--- src/rtl/fp_round_unit.sv ---
// rtl/fp_round_unit.sv - two-stage IEEE-754 single-precision rounding stage with valid/ready handshake
// Optional accrued-flags register: define FP_ROUND_ACCRUED_FLAGS_EN.
module fp_round_unit #(
    parameter int EXP_W  = 8,
    parameter int MANT_W = 23
) (
    input  logic                      clk_i,
    input  logic                      rst_n_i,
    input  logic                      clk_en_i,
    input  logic [EXP_W+MANT_W:0]     to_round_i,
    input  logic [2:0]                grs_i,
    input  logic [2:0]                round_mode_i,
    input  logic [2:0]                frm_i,
    input  logic                      overflow_i,
    input  logic                      underflow_i,
    input  logic                      invalid_op_i,
    input  logic                      zero_divide_i,
    input  logic                      valid_i,
    output logic                      ready_o,
    output logic [EXP_W+MANT_W:0]     result_o,
    output logic [4:0]                fflags_o,
    output logic                      valid_o,
`ifdef FP_ROUND_ACCRUED_FLAGS_EN
    input  logic                      fflags_clr_i,
    output logic [4:0]                fflags_acc_o,
`endif
    input  logic                      ready_i
);
    localparam int W = 1 + EXP_W + MANT_W;

    localparam logic [W-2:0] MAG_INF  = {{EXP_W{1'b1}}, {MANT_W{1'b0}}};
    localparam logic [W-2:0] MAG_MAX  = {{(EXP_W-1){1'b1}}, 1'b0, {MANT_W{1'b1}}};
    localparam logic [W-1:0] QNAN     = {1'b0, {EXP_W{1'b1}}, 1'b1, {(MANT_W-1){1'b0}}};

    localparam logic [2:0] RM_RNE = 3'b000;
    localparam logic [2:0] RM_RTZ = 3'b001;
    localparam logic [2:0] RM_RDN = 3'b010;
    localparam logic [2:0] RM_RUP = 3'b011;
    localparam logic [2:0] RM_RMM = 3'b100;

    // Pipeline registers
    logic             s1_valid;
    logic             s1_sign;
    logic [W-2:0]     s1_mag;
    logic             s1_inc;
    logic             s1_nx;
    logic [2:0]       s1_rm;
    logic             s1_ovf_in;
    logic             s1_uf_in;
    logic             s1_byp;
    logic [W-1:0]     s1_byp_result;
    logic [4:0]       s1_byp_flags;

    logic s2_adv;
    logic s1_adv;

    assign s2_adv  = ~valid_o | ready_i;
    assign s1_adv  = ~s1_valid | s2_adv;
    assign ready_o = s1_adv;

    // Stage-1 decode
    logic [2:0]        rm_eff;
    logic              in_sign;
    logic [EXP_W-1:0]  in_exp;
    logic [MANT_W-1:0] in_mant;
    logic              g_bit, r_bit, s_bit, x_bit, l_bit;
    logic              reserved_rm;
    logic              is_nan, is_inf, is_zero;
    logic              inc;
    logic              byp;
    logic [W-1:0]      byp_result;
    logic [4:0]        byp_flags;

    assign rm_eff  = (round_mode_i == 3'b111) ? frm_i : round_mode_i;
    assign in_sign = to_round_i[W-1];
    assign in_exp  = to_round_i[W-2:MANT_W];
    assign in_mant = to_round_i[MANT_W-1:0];
    assign g_bit   = grs_i[2];
    assign r_bit   = grs_i[1];
    assign s_bit   = grs_i[0];
    assign x_bit   = |grs_i;
    assign l_bit   = in_mant[0];

    // A dynamic frm of 101..111 is just as illegal as a static reserved rm.
    assign reserved_rm = (rm_eff > RM_RMM);
    assign is_nan      = (&in_exp) & (|in_mant);
    assign is_inf      = (&in_exp) & ~(|in_mant);
    assign is_zero     = ~(|in_exp) & ~(|in_mant) & ~x_bit;

    always_comb begin
        inc = 1'b0;
        case (rm_eff)
            RM_RNE:  inc = g_bit & (l_bit | r_bit | s_bit);
            RM_RTZ:  inc = 1'b0;
            RM_RDN:  inc = in_sign & x_bit;
            RM_RUP:  inc = ~in_sign & x_bit;
            RM_RMM:  inc = g_bit;
            default: inc = 1'b0;
        endcase
    end

    always_comb begin
        byp        = 1'b1;
        byp_result = to_round_i;
        byp_flags  = 5'b00000;
        if (invalid_op_i | reserved_rm | is_nan) begin
            byp_result = QNAN;
            byp_flags  = {invalid_op_i | reserved_rm, 4'b0000};
        end else if (zero_divide_i) begin
            byp_flags  = 5'b01000;
        end else if (is_inf | is_zero) begin
            byp_flags  = 5'b00000;
        end else begin
            byp        = 1'b0;
        end
    end

    // Stage-2 rounding: a mantissa carry ripples into the exponent field.
    logic [W-2:0] sum;
    logic         ovf;
    logic [W-2:0] ovf_mag;
    logic [W-1:0] next_result;
    logic [4:0]   next_flags;

    assign sum = s1_mag + {{(W-2){1'b0}}, s1_inc};
    assign ovf = (&sum[W-2:MANT_W]) | s1_ovf_in;

    always_comb begin
        ovf_mag = MAG_INF;
        case (s1_rm)
            RM_RTZ:  ovf_mag = MAG_MAX;
            RM_RDN:  ovf_mag = s1_sign ? MAG_INF : MAG_MAX;
            RM_RUP:  ovf_mag = s1_sign ? MAG_MAX : MAG_INF;
            default: ovf_mag = MAG_INF;
        endcase
    end

    always_comb begin
        next_result = {s1_sign, sum};
        next_flags  = {3'b000, s1_uf_in & s1_nx, s1_nx};
        if (s1_byp) begin
            next_result = s1_byp_result;
            next_flags  = s1_byp_flags;
        end else if (ovf) begin
            next_result = {s1_sign, ovf_mag};
            next_flags  = 5'b00101;
        end
    end

    always_ff @(posedge clk_i) begin
        if (!rst_n_i) begin
            s1_valid      <= 1'b0;
            s1_sign       <= 1'b0;
            s1_mag        <= '0;
            s1_inc        <= 1'b0;
            s1_nx         <= 1'b0;
            s1_rm         <= 3'b000;
            s1_ovf_in     <= 1'b0;
            s1_uf_in      <= 1'b0;
            s1_byp        <= 1'b0;
            s1_byp_result <= '0;
            s1_byp_flags  <= 5'b00000;
            valid_o       <= 1'b0;
            result_o      <= '0;
            fflags_o      <= 5'b00000;
        end else if (clk_en_i) begin
            if (s1_adv) begin
                s1_valid <= valid_i;
                if (valid_i) begin
                    s1_sign       <= in_sign;
                    s1_mag        <= to_round_i[W-2:0];
                    s1_inc        <= inc;
                    s1_nx         <= x_bit;
                    s1_rm         <= rm_eff;
                    s1_ovf_in     <= overflow_i;
                    s1_uf_in      <= underflow_i;
                    s1_byp        <= byp;
                    s1_byp_result <= byp_result;
                    s1_byp_flags  <= byp_flags;
                end
            end
            if (s2_adv) begin
                valid_o <= s1_valid;
                if (s1_valid) begin
                    result_o <= next_result;
                    fflags_o <= next_flags;
                end
            end
        end
    end

`ifdef FP_ROUND_ACCRUED_FLAGS_EN
    // A handshake in the same cycle as a clear wins, so its flags are never dropped.
    always_ff @(posedge clk_i) begin
        if (!rst_n_i) begin
            fflags_acc_o <= 5'b00000;
        end else if (clk_en_i) begin
            if (valid_o & ready_i) begin
                fflags_acc_o <= fflags_acc_o | fflags_o;
            end else if (fflags_clr_i) begin
                fflags_acc_o <= 5'b00000;
            end
        end
    end
`endif

endmodule

--- config.mk ---
export PLATFORM = sky130hd
export DESIGN_NAME = fp_round_unit
export DESIGN_NICKNAME = d
export VERILOG_FILES = /design/src/rtl/fp_round_unit.sv
export SDC_FILE = /design/constraint.sdc
export NUM_CORES = 1
export LEC_CHECK = 0
export ABC_AREA = 1
export ABC_CLOCK_PERIOD_IN_PS = 2300
export CAP_MARGIN = 20
export CORE_MARGIN = 2
export CORE_UTILIZATION = 54
export DETAILED_ROUTE_END_ITERATION = 10
export PLACE_DENSITY = 0.84
export SYNTH_ARGS = -nofsm -noshare
export SYNTH_HDL_FRONTEND = slang
export SYNTH_SLANG_ARGS = --single-unit
--- constraint.sdc ---
create_clock -name clk_i -period 2.3 [get_ports clk_i]
set_input_delay 0.46 -clock clk_i [delete_from_list [all_inputs] [get_ports clk_i]]
set_output_delay 0.46 -clock clk_i [all_outputs]
set_load 0.01 [all_outputs]
; ---- Word level (Yosys, flattened, before mapping)
; Cells that the tools add are included.
[op_classes]
add_sub_neg = 1
order_cmp = 1
n_eq_ne = 7
mux = 15
bitwise = 22
reduce_logical = 10
[ops]
columns = cell, count
row1 = 24-bit case mux with 3 select lines, 1
row2 = 32-bit two-way mux, 2
row3 = 24-bit two-way mux, 2
row4 = 31-bit by 1-bit adder with 31-bit output, 1
row5 = 31-bit two-way mux, 1
row6 = 23-bit OR reduction, 1
row7 = 8-bit AND reduction, 2
row8 = 3-bit by 2-bit equality test with 1-bit output (second input constant), 4
row9 = 5-bit two-way mux, 2
row10 = 1-bit bitwise AND, 8
row11 = 1-bit OR, 8
row12 = 8-bit OR reduction, 1
row13 = 3-bit equality test (second input constant), 2
row14 = 3-bit two-way mux, 2
row15 = 1-bit inverter, 6
row16 = 3-bit AND reduction, 2
row17 = 4-bit two-way mux, 1
row18 = 1-bit case mux with 4 select lines, 1
row19 = 2-bit AND reduction, 2
row20 = 3-bit by 1-bit equality test with 1-bit output (second input constant), 1
row21 = 3-bit > comparator (second input constant), 1
row22 = 3-bit zero test, 1
row23 = 1-bit two-way mux, 3
row24 = 3-bit OR reduction, 1
[totals]
regBits = 116
input_bits = 50
out_inout_bits = 39
elab_cells = 70

; ---- Logic depth before layout (Yosys ltp)
; Gate-level depths: netlist of run 1.
[depth]
depth_word = 8
depth_mapped = 18
ltp_nobuf = 17

; ---- Worst setup path after synthesis of run 1
; No wires, ideal clock.
[synth_timing]
kind = reg-to-reg
startpoint = reg s1_mag[0]
endpoint = reg result_o[12]
setup_ps = 71
arrival_ps = 2018
required_time_ps = 2229
slack_ps = 212
stages_incl_launch_ff = 18
path_buffers = 1
period_less_slack_ps = 2088
path_cell_list = dfxtp_1 ha_1 ha_1 nand3_2 inv_2 nand2_1 nor2_2 nand3_1 nand2_1 nand2_1 nor2_2 nand2_4 nand2_8 nand2_4 buf_6 nand3_2 nand2_1 a21oi_2
[synth_via]
elab_chain_len = 5
[synth_rtl]
columns = element, line
row1 = "start, declared", 44  ; logic [W-2:0] s1_mag;
row2 = "start signal, assigned", 171  ; s1_mag <= to_round_i[W-2:0];
row3 = 31-bit by 1-bit adder with 31-bit output (*), 125  ; assign sum = s1_mag + {{(W-2){1'b0}}, s1_inc};
row4 = 8-bit AND reduction, 126  ; assign ovf = (&sum[W-2:MANT_W]) | s1_ovf_in;
row5 = 1-bit OR, 126
row6 = 31-bit two-way mux (*), 144  ; end else if (ovf) begin
row7 = 32-bit two-way mux (*), 141  ; if (s1_byp) begin
row8 = "end signal, assigned", 185  ; result_o <= next_result;
row9 = "end, declared", 20  ; output logic [EXP_W+MANT_W:0] result_o,
; Every way passes the cells marked *; elsewhere a longest branch is shown, timed or not.
; A chain may end at the register's enable or synchronous reset.

; ---- Final worst setup path of run 1
[layout_timing]
startpoint = reg s1_mag[14]
endpoint = reg result_o[17]
; Same word-level chain as after synthesis.

==> results of run 1 <==
-- worst reg2reg max path, delay by kind of cell (launching register included) --
family	cells	cell delay (ps)
AOI/OAI and AO/OA	1	120
DFF	1	430
and+or+nand+nor	13	1710
-- cells in the final DEF (no fill, tap or decap), drive strengths merged --
master	n
nand2	247
dfxtp	113
nor2	110
a21oi	108
nand3	93
clkdlybuf4s50	88
buf	71
inv	32
o21ai	24
clkbuf	24
xor2	13
xnor2	9
nor3	7
nor4	7
clkinv	7
a31oi	6
nand4	4
or2	4
bufinv	3
o31ai	2
ha	2
clkinvlp	2
o21bai	2
and2	1
and3	1
o211ai	1
a221oi	1
-- worst max path at each step --
stage | start | to | slack, ps | cells after the start
after detailed placement | to_round_i[16] | s1_byp_result[13] | -430 | 11
after CTS | s1_inc | result_o[27] | -10 | 16
after floorplan | s1_mag[0] | result_o[12] | 210 | 17
after global placement | to_round_i[16] | s1_byp_flags[3] | -400 | 11
after global routing | s1_inc | fflags_o[0] | -80 | 15
final | s1_mag[14] | result_o[17] | -9 | 14
-- area by class of cell --
| cell class | count | area, um^2 |
|---|---|---|
| clock buffers | 22 | 483 |
| clock inverters | 10 | 130 |
| fillers | 663 | 2240 |
| inverters | 34 | 128 |
| multi-input cells | 642 | 3400 |
| flip-flops and latches | 113 | 2270 |
| well taps | 136 | 170 |
| repair buffers | 161 | 1550 |
-- through the flow --
stage | util [%] | setup TNS, ps | power (W) | std cells | setup WS (ps)
2_1_floorplan | - | 0 | 0.00247 | 833 | 212
3_3_place_gp | 69.2 | -12140 | 0.00275 | 1070 | -396
3_5_place_dp | 69.2 | -14450 | 0.00276 | 1070 | -428
4_1_cts | 75.7 | -14.9 | 0.00548 | 1104 | -10.9
5_1_grt | 78.4 | -1070 | 0.00569 | 1118 | -82.7
6_report | 78.4 | -8.51 | 0.00553 | 1118 | -8.51
-- state kept, by name, indices dropped and copies added (netlist names), 2 cells and up --
register	flops
result_o	32
s1_rm	3
s1_byp_result	32
s1_mag	31
fflags_o	5
s1_byp_flags	2
-- power by group --
group / internal [W] / switching [W] / leakage [nW]
logic: 0.000309 / 0.000385 / 2.08
registers: 0.00204 / 0.0000670 / 0.924
clock network: 0.00178 / 0.000950 / 0.303
-- cell families after synthesis --
group,count (synthesis)
DFF,113
buffers and inverters,81
and+or+nand+nor,471
xor gates and xnor gates,22
adders and majority gates,2
AOI/OAI and AO/OA,144
-- timing repair --
| action | CTS | global route |
|---|---|---|
| pin swaps | 1 | 12 |
| setup endpoints to repair | 28 | 57 |
| endpoints found under the hold margin | 0 | 0 |
| gates cloned | 1 | 3 |
| resized for setup | 8 | 41 |
| hold buffers | 0 | 0 |
| setup buffers | 1 | 10 |
-- per-layer routing --
layer	share of wire [%]	vias up
li1	-	3015
met1	39	2949
met2	48	373
met3	8.3	96
met4	4.6	0
met5	0	-
==> metrics.txt, run 1 <==
Buf/Inv on CP 0; drt total wl ~18000 um; Compound-Gate Fraction of Synth Area roughly 14%; Synth Area in Adders less than 1%; met2 usage in global routing 50.6%; Top Usage Layer GRT met2; Port Buf Inserts slightly below 90; WL/cell approximately 16 um; top post-synthesis cells by area dfxtp_1, nand2_1, a21oi_1, nor2_1, nand3_1; crit path time final roughly 2300 ps; Post-Synth Simple-Gate Area around 37%; Die W 107 um; crit path kind flop to flop; Commonest cells post-synth nand2_1, dfxtp_1, nor2_1; Cell Area, Synth 0.00578 mm^2; vias per cell roughly 5.8; gp weighted congestion 0.966; worst setup margin -8.51 ps; GRT overflow 0; Worst R2R Start s1_mag[14]; Die Area ~0.012 mm^2; post-synthesis sequential area ratio around 40%; DRC 0; cell row count 37; Fin. Hold Viols 0; 1st-pass router iterations 6; Achievable Freq 433 MHz; DR iter-0 viols about 630; hold worst-path end result_o[28]; FF-to-FF setup slack -9 ps; Area Growth Syn to Fin 40.7%; CP max FO 6; CTS sink cnt 113; Initial Util ~56%; Setup violations, final 1; vias 6433; Hold Slack approximately 460 ps; critical path endpoint category flop; DP Area 0.00718 mm^2; Num CTS Buffers 17; Diodes inserted 0; clock buffer depth 2; I/O Pins about 90; main combinational cell family by area after synthesis simple AND/OR/NAND/NOR gates; root buf cell clkbuf_8; area leader, netlist dfxtp_1; Antenna Nets Post-Route 0; Die H 107 um; CP delay by family, top simple AND/OR/NAND/NOR gates; HP Start result_o[28]; most common cell type on the critical path nand2_1; Worst R2R End result_o[17]; Worst Skew around 7.6 ps; mux cell area share after synthesis 0%; worst skew pair latency between 500 and 600 ps; count leader, synth nand2_1; Synth cell types 34; CTS tree built; slew margin rel. between 40% and 50%; first-pass GRT wire length approximately 27000 um; Worst path slowest cell dfxtp_1; Hold WC Path Type flop to flop; H-tree levels 4; crit share post-route 100%; slowest stage delay, CP 430 ps; Synth Warn # 0; nets 1021; LEAKAGE 3.31 nW; M3 GR Usage 5.99%; post-route cell area ~0.0081 mm^2; Yosys top cell area share about two fifths; outcome complete, but fails checks; Slew @ Worst Pin approximately 800 ps; Final HPWL DP roughly 11000 um; grt met1 use between 30% and 40%; syn_nets slightly below 900; Synth async-reset ratio 0%; worst path cell trace nand2_1 -> nor2_1 -> nand2_1 -> nor2_2 -> nand3_2 -> nand2_1 -> nand2_1 -> nor2_2 -> nand2_4 -> nand2_8 -> nand2_8 -> nand3_2 -> nand2_1 -> a21oi_2; CP startpoint kind flop; R2R depth 14; clock transition at the registers of the reported paths 60 ps; dominant synthesized flop cell dfxtp_1; XOR/XNOR Fraction of Synth Area roughly 3.3%; EDFF count, synth 0; Arr. time, crit path 2780 ps; Mapped Avg Cell Area around 6.9 um^2; Synth Register Bits 113; largest net degree at the start of global routing 54; layout cell share with drive strength beyond 1 a little over a fifth; failing checks setup timing; total track usage between 20 and 30%; Worst Hold Depth 2; Mapped Cells between 800 and 900; Pwr Density ~680 mW/mm^2; worst vdd ir 452 uV; Worst Path Required between 2000 and 3000 ps; Slew Limit Fails 0; initial antenna violation count 0; Core ar. 0.0104 mm^2; number of max-cap violations 0; vias in the first global route just under 6k
Note: power is estimated with default switching activity, not from simulation.
==> run 2: changes to the inputs <==
--- a/config.mk
+++ b/config.mk
@@ -11,6 +11,7 @@
 export CORE_MARGIN = 2
 export CORE_UTILIZATION = 54
 export DETAILED_ROUTE_END_ITERATION = 10
+export GPL_ROUTABILITY_DRIVEN = 0
 export PLACE_DENSITY = 0.84
 export SYNTH_ARGS = -nofsm -noshare
 export SYNTH_HDL_FRONTEND = slang
==> run 2 against run 1 <==
  * The flow still finishes with violations (setup timing)
  * Critical path depth rose by 1
  * Critical path type unchanged
  * Register-to-register slack got worse by 40 ps
  * Power fell by 0.42%
  * Largest cell class unchanged
  * Design area fell by 1.0%
  * Combinational power barely moved
  * Flip-flop and latch count did not move
==> metrics.txt, run 2 (synthesis results as in run 1) <==
worst vdd ir 379 uV (-16%); vias 6535 (+1.6%); crit share post-route 102% (+1.6 points); Worst Path Required 2760 ps (about the same); Die H 107 um (unchanged); failing checks setup timing; most frequent cells in the layout nand2_1, dfxtp_1, nor2_1, a21oi_1, clkdlybuf4s50_1; CP startpoint kind flop; Worst R2R Start s1_inc; worst path cell trace ha_4 -> inv_1 -> nor2_4 -> nand2_4 -> nor2_4 -> nand3_1 -> nand2_1 -> nand2_1 -> nor2_2 -> nand2_4 -> nand2_8 -> nand2_8 -> nand3_2 -> nand2_1 -> a21oi_2; clock power share 49.1% (-0.3 points); CTS Hold Bufs 0 (unchanged); Initial Util 55.8% (unchanged); Num CTS Buffers 17 (unchanged); Worst R2R End result_o[4]; Die W 107 um (unchanged); root buf cell clkbuf_8; FF-to-FF setup slack -40 ps (-40 ps); fill count 687 (+3.6%); crit path time final 2340 ps (+35.9 ps); R2R depth 15 (+1); total track usage 30.4% (+0.44 points); Achievable Freq 427 MHz (-1.5%); LEAKAGE 3.26 nW (-1.6%); switching share of power 26.7% (+1.4 points); Fin. Hold Viols 0 (unchanged); Port Buf Inserts 88 (unchanged); 1st-pass router iterations 7 (+1); DRC 0 (unchanged); worst setup margin -44.4 ps (-35.9 ps); most common cell type on the critical path nand2_1; H-tree levels 4 (unchanged); Worst path slowest cell dfxtp_2; I/O Pins 89 (unchanged); Final HPWL DP 10800 um (-0.48%); CP Depth 15 (+1); drt total wl 18500 um (+2.2%); vias in the first global route 6078 (+2.6%); Place WS -178 ps (+250 ps); Comb power frac 12.6% (about the same); Die Area 0.0116 mm^2 (unchanged); Pwr Total 0.00551 W (-0.42%); CP delay by family, top simple AND/OR/NAND/NOR gates; Slew Limit Fails 0 (unchanged); Int Pwr 0.00404 W (-2.3%); slowest stage delay, CP 370 ps (-60 ps); Worst setup startpoint s1_inc; vias per cell 5.89 (+2.3%); Antenna Nets Post-Route 0 (unchanged); CTS tree built; Setup violations, final 29 (+28); CP max FO 6 (unchanged); clock transition at the registers of the reported paths 60 ps (about the same); Core ar. 0.0104 mm^2 (unchanged); Diodes inserted 0 (unchanged); worst skew pair latency 520 ps (about the same); Buf/Inv on CP 1 (+1); nets 1013 (-0.78%); Pwr Density 684 mW/mm^2 (+0.62%); Hold WC Path Type flop to flop; crit path kind flop to flop; Arr. time, crit path 2800 ps (+20 ps); critical path endpoint category flop; footprint of the multi-input gates 0.00338 mm^2 (-0.70%); Slew @ Worst Pin 817 ps (+20.8 ps); Seq. cell area 0.00227 mm^2 (-0.33%); net switching power 0.00147 W (+5.0%); GRT overflow 0 (unchanged); WL/cell 16.7 um (+2.9%); largest net degree at the start of global routing 44 (-19%); layout cell share with drive strength beyond 1 20.2% (-0.96 points); number of max-cap violations 0 (unchanged); CTS sink cnt 113 (unchanged); Area Growth Syn to Fin 39.2%; RSZ-0062 raised after global routing yes; leading cell type in the layout, fill and taps excluded nand2_1; CP Capture Point result_o[4]; first-pass GRT wire length 28000 um (+1.7%); outcome complete, but fails checks; slew margin rel. 45.2% (-1.4 points); clock buffer depth 2 (unchanged); Top Registers result_o (32), s1_byp_result (32), s1_mag (31); Worst Skew 9.16 ps (+1.57 ps); initial antenna violation count 0 (unchanged); cell row count 37 (unchanged); DR iter-0 viols 736 (+16%); Sequential Power Share 38.2% (+0.2 points)
-- run 2: cell types whose count changed in the layout (fill, tap and decap cells not counted), sizes merged --
cell	before	now
buf	71	65
clkbuf	24	19
nand2	247	246
inv	32	35
clkinv	7	8
-- run 2: how the worst min path moves through the flow --
| stage | start | to | slack (ps) | cells after the start |
|---|---|---|---|---|
| after floorplan | s1_mag[30] | s1_mag[30] | 440 | 2 |
| after global placement | result_o[29] | result_o[29] | 450 | 2 |
| after detailed placement | result_o[3] | result_o[3] | 450 | 2 |
| after CTS | result_o[25] | result_o[25] | 460 | 2 |
| after global routing | result_o[3] | result_o[3] | 480 | 2 |
| final | result_o[25] | result_o[25] | 460 | 2 |
-- run 2: metrics by stage --
step	instances	hold WS [ps]	utilization (%)	setup TNS, ps	instance area (um^2)
final	1110	463	77.6	-552	8050
after global routing	1110	481	77.6	-2850	8050
after CTS	1106	464	75.9	-14.2	7870
after detailed placement	1072	454	69.4	-6580	7190
after global placement	1072	453	69.4	-2500	7190
after floorplan	833	442	-	0	5780
-- run 2: final cells by class --
type / instances / area share, %
repair buffers: 154 / 18.6
clock inverters: 14 / 2.24
multi-input cells: 641 / 41.9
flip-flops and latches: 113 / 28.1
inverters: 34 / 1.62
clock buffers: 18 / 5.32
well taps: 136 / 2.11
-- run 2: power groups by stage --
| stage | clock, W | combinational [W] | sequential [W] |
|---|---|---|---|
| global route | 0.00281 | 0.000752 | 0.00211 |
| global placement | 0 | 0.000617 | 0.00213 |
| finish | 0.00271 | 0.000697 | 0.00211 |
| detailed placement | 0 | 0.000626 | 0.00214 |
| floorplan | 0 | 0.000338 | 0.00213 |
| CTS | 0.00270 | 0.000654 | 0.00210 |
-- run 2: worst register-to-register path: stages, from the launching register on --
cell and delay [ps]:
dfxtp_2 370, ha_4 170, inv_1 70, nor2_4 180, nand2_4 110, nor2_4 170
nand3_1 120, nand2_1 100, nand2_1 70, nor2_2 180, nand2_4 150, nand2_8 170
nand2_8 120, nand3_2 120, nand2_1 80, a21oi_2 120
-- run 2: repair_timing --
action	4_1_cts	5_1_grt
resized for setup	10	34
pin swaps	1	7
gates cloned	1	2
buffers inserted	1	1
setup endpoints to repair	30	34
-- run 2: layer usage --
metal	vias up	routed length, um	global-route usage [%]
met2	437	8870	51.5
met3	90	1620	7.20
met4	0	782	13.7
met5	-	0	0
met1	3014	7260	36.6
li1	2994	-	-
==> run 3: changes to the inputs <==
--- a/config.mk
+++ b/config.mk
@@ -7,12 +7,14 @@
 export LEC_CHECK = 0
 export ABC_AREA = 1
 export ABC_CLOCK_PERIOD_IN_PS = 2300
-export CAP_MARGIN = 20
+export CELL_PAD_IN_SITES_DETAIL_PLACEMENT = 1
+export CELL_PAD_IN_SITES_GLOBAL_PLACEMENT = 1
 export CORE_MARGIN = 2
-export CORE_UTILIZATION = 54
+export CORE_UTILIZATION = 39
 export DETAILED_ROUTE_END_ITERATION = 10
 export GPL_ROUTABILITY_DRIVEN = 0
-export PLACE_DENSITY = 0.84
+export GPL_TIMING_DRIVEN = 0
+export PLACE_DENSITY = 0.85
 export SYNTH_ARGS = -nofsm -noshare
 export SYNTH_HDL_FRONTEND = slang
 export SYNTH_SLANG_ARGS = --single-unit
==> run 3 against run 2 <==
  * Count of clock-buffer cells in the layout rose by 8
  * The flow still finishes with violations (setup timing)
  * Sequential power barely moved
  * Worst hold slack improved by 1.6 ps
  * Final cell count rose by 4.6%
  * Combinational power rose by 6.7%
  * Highest routed layer unchanged
  * Die area rose by 37%
  * First-iteration DRC count fell by 24%
==> metrics.txt, run 3 (synthesis results as in run 1) <==
outcome complete, but fails checks; failing checks setup timing; Core ar. 0.0145 mm^2 (+40%); Int Pwr 0.00405 W (+0.33%); R2R depth 15 (unchanged); fill count 1774 (+160%); largest net degree at the start of global routing 17 (-61%); Slew @ Worst Pin 999 ps (+182 ps); Pwr Total 0.00556 W (+0.90%); Achievable Freq 400 MHz (-6.3%); clock power share 48.6% (-0.5 points); Seq. cell area 0.00227 mm^2 (+0.33%); Worst Skew 8.90 ps (-0.257 ps); critical path endpoint category flop; Hold WC Path Type flop to flop; cell row count 44 (+19%); first-pass GRT wire length 36500 um (+31%); H-tree levels 4 (unchanged); initial antenna violation count 0 (unchanged); worst vdd ir 569 uV (+50%); clock transition at the registers of the reported paths 60 ps (about the same); most frequent cells in the layout nand2_1, dfxtp_1, nor2_1, clkdlybuf4s50_1, a21oi_1; Diodes inserted 0 (unchanged); number of max-cap violations 0 (unchanged); FF-to-FF setup slack -200 ps (-160 ps); WL/cell 21.5 um (+29%); Hold Slack 465 ps (+1.63 ps); DRC 0 (unchanged); Worst R2R End result_o[19]; total track usage 29.6% (-0.82 points); net switching power 0.00151 W (+2.5%); crit path kind flop to flop; 1st-pass router iterations 5 (-2); CTS tree built; Setup violations, final 29 (unchanged); worst setup margin -202 ps (-158 ps); Worst Hold Depth 2 (unchanged); leading cell type in the layout, fill and taps excluded nand2_1; Top Registers result_o (32), s1_byp_result (32), s1_mag (31); nets 1017 (+0.39%); GRT overflow 0 (unchanged); crit share post-route 109% (+6.9 points); HP Start fflags_o[1]; Die H 126 um (+17%); DR iter-0 viols 558 (-24%); RSZ-0062 raised after global routing yes; drt total wl 25000 um (+35%); Pwr Density 672 mW/mm^2 (-1.9%); Buf/Inv on CP 2 (+1); CTS sink cnt 113 (unchanged); Num CTS Buffers 17 (unchanged); switching share of power 27.1% (+0.42 points); LEAKAGE 3.20 nW (-1.9%); worst path cell trace nand2_1 -> nor2_2 -> nand2_1 -> nor2_1 -> nand3_2 -> nand2_2 -> nand2_2 -> nor2_4 -> nand2_4 -> buf_12 -> buf_12 -> nand3_1 -> nand3_2 -> nand2_2 -> a21oi_2; vias per cell 5.78 (-1.9%); crit path time final 2500 ps (+158 ps); CTS Hold Bufs 0 (unchanged); post-route cell area 0.00828 mm^2 (+2.8%); CP startpoint kind flop; CP max FO 10 (+4); clock buffer depth 2 (unchanged); Comb power frac 13.4% (+0.8 points); Slew Limit Fails 0 (unchanged); DP Area 0.00688 mm^2 (-4.3%); Die Area 0.0158 mm^2 (+37%); footprint of the multi-input gates 0.00367 mm^2 (+8.7%); Sequential Power Share 38.0% (-0.2 points); CP delay by family, top simple AND/OR/NAND/NOR gates; Worst path slowest cell dfxtp_1; Port Buf Inserts 87 (-1.1%); Place WS -692 ps (-513 ps); slowest stage delay, CP 440 ps (+70 ps); vias 6706 (+2.6%); worst skew pair latency 440 ps (-80 ps); Area Growth Syn to Fin 43.2%; Antenna Nets Post-Route 0 (unchanged); Arr. time, crit path 2780 ps (-20 ps); layout cell share with drive strength beyond 1 23.2% (+3.0 points); Final HPWL DP 14900 um (+37%); most common cell type on the critical path nand2_2; root buf cell clkbuf_16; Fin. Hold Viols 0 (unchanged); Initial Util 39.8% (-16 points); I/O Pins 89 (unchanged); Worst Path Required 2580 ps (-180 ps); vias in the first global route 6827 (+12%); Worst R2R Start s1_mag[22]; Die W 126 um (+17%); slew margin rel. 33.4% (-12 points); hold worst-path end fflags_o[1]
-- run 3: cell count changes in the layout (fill, tap and decap cells not counted), sizes merged --
cell and delta:
bufinv -1, clkdlybuf4s50 -1, clkinv -3, nand2 -2, inv -3, buf -30, clkbuf +45, clkinvlp -2
-- run 3: what timing repair did --
| action | in CTS | in global routing |
|---|---|---|
| buffers inserted | 14 | 10 |
| setup endpoints to repair | 54 | 56 |
| gates resized for setup | 55 | 96 |
| pin swaps | 21 | 33 |
| cloned | 1 | 1 |
-- run 3: final cells by class --
cell class,instances,share of cell area [%]
buffer,47,3.11
clock buffer,26,6.15
timing repair buffer,113,13.6
sequential,113,27.5
inverter,34,1.60
clock inverter,5,0.907
multi-input combinational,639,44.4
tap,184,2.78
-- run 3: worst max-delay path by stage --
stage	from	endpoint	slack, ps	depth (start not counted)
finish	s1_mag[22]	result_o[19]	-200	15
global route	s1_mag[22]	result_o[22]	-300	15
CTS	s1_inc	result_o[0]	-5	17
detailed placement	to_round_i[16]	s1_byp_result[21]	-690	11
global placement	to_round_i[16]	s1_byp_result[21]	-670	11
floorplan	s1_mag[0]	result_o[12]	210	17
-- run 3: worst min-delay path, stage by stage (launching register included) --
cell and delay, ps:
dfxtp_1 300, nand2_1 60, a21oi_1 60
-- run 3: power groups by stage --
stage | clock network, W | registers [W] | logic, W
CTS | 0.00268 | 0.00210 | 0.000651
finish | 0.00270 | 0.00211 | 0.000744
detailed placement | 0 | 0.00214 | 0.000608
global route | 0.00279 | 0.00212 | 0.000795
global placement | 0 | 0.00214 | 0.000596
floorplan | 0 | 0.00213 | 0.000338
-- run 3: stage by stage --
step	util [%]	setup TNS (ps)	instances
detailed placement	47.4	-29850	1104
finish	56.9	-4150	1161
floorplan	-	0	833
global placement	47.4	-26520	1104
global route	56.9	-7540	1161
CTS	54.0	-10.2	1150
-- run 3: metal layers --
layer	GRT usage, %	wire length (um)
met3	6.80	1940
met2	49.8	12300
met1	35.9	9530
met4	14.2	1270
met5	0	0
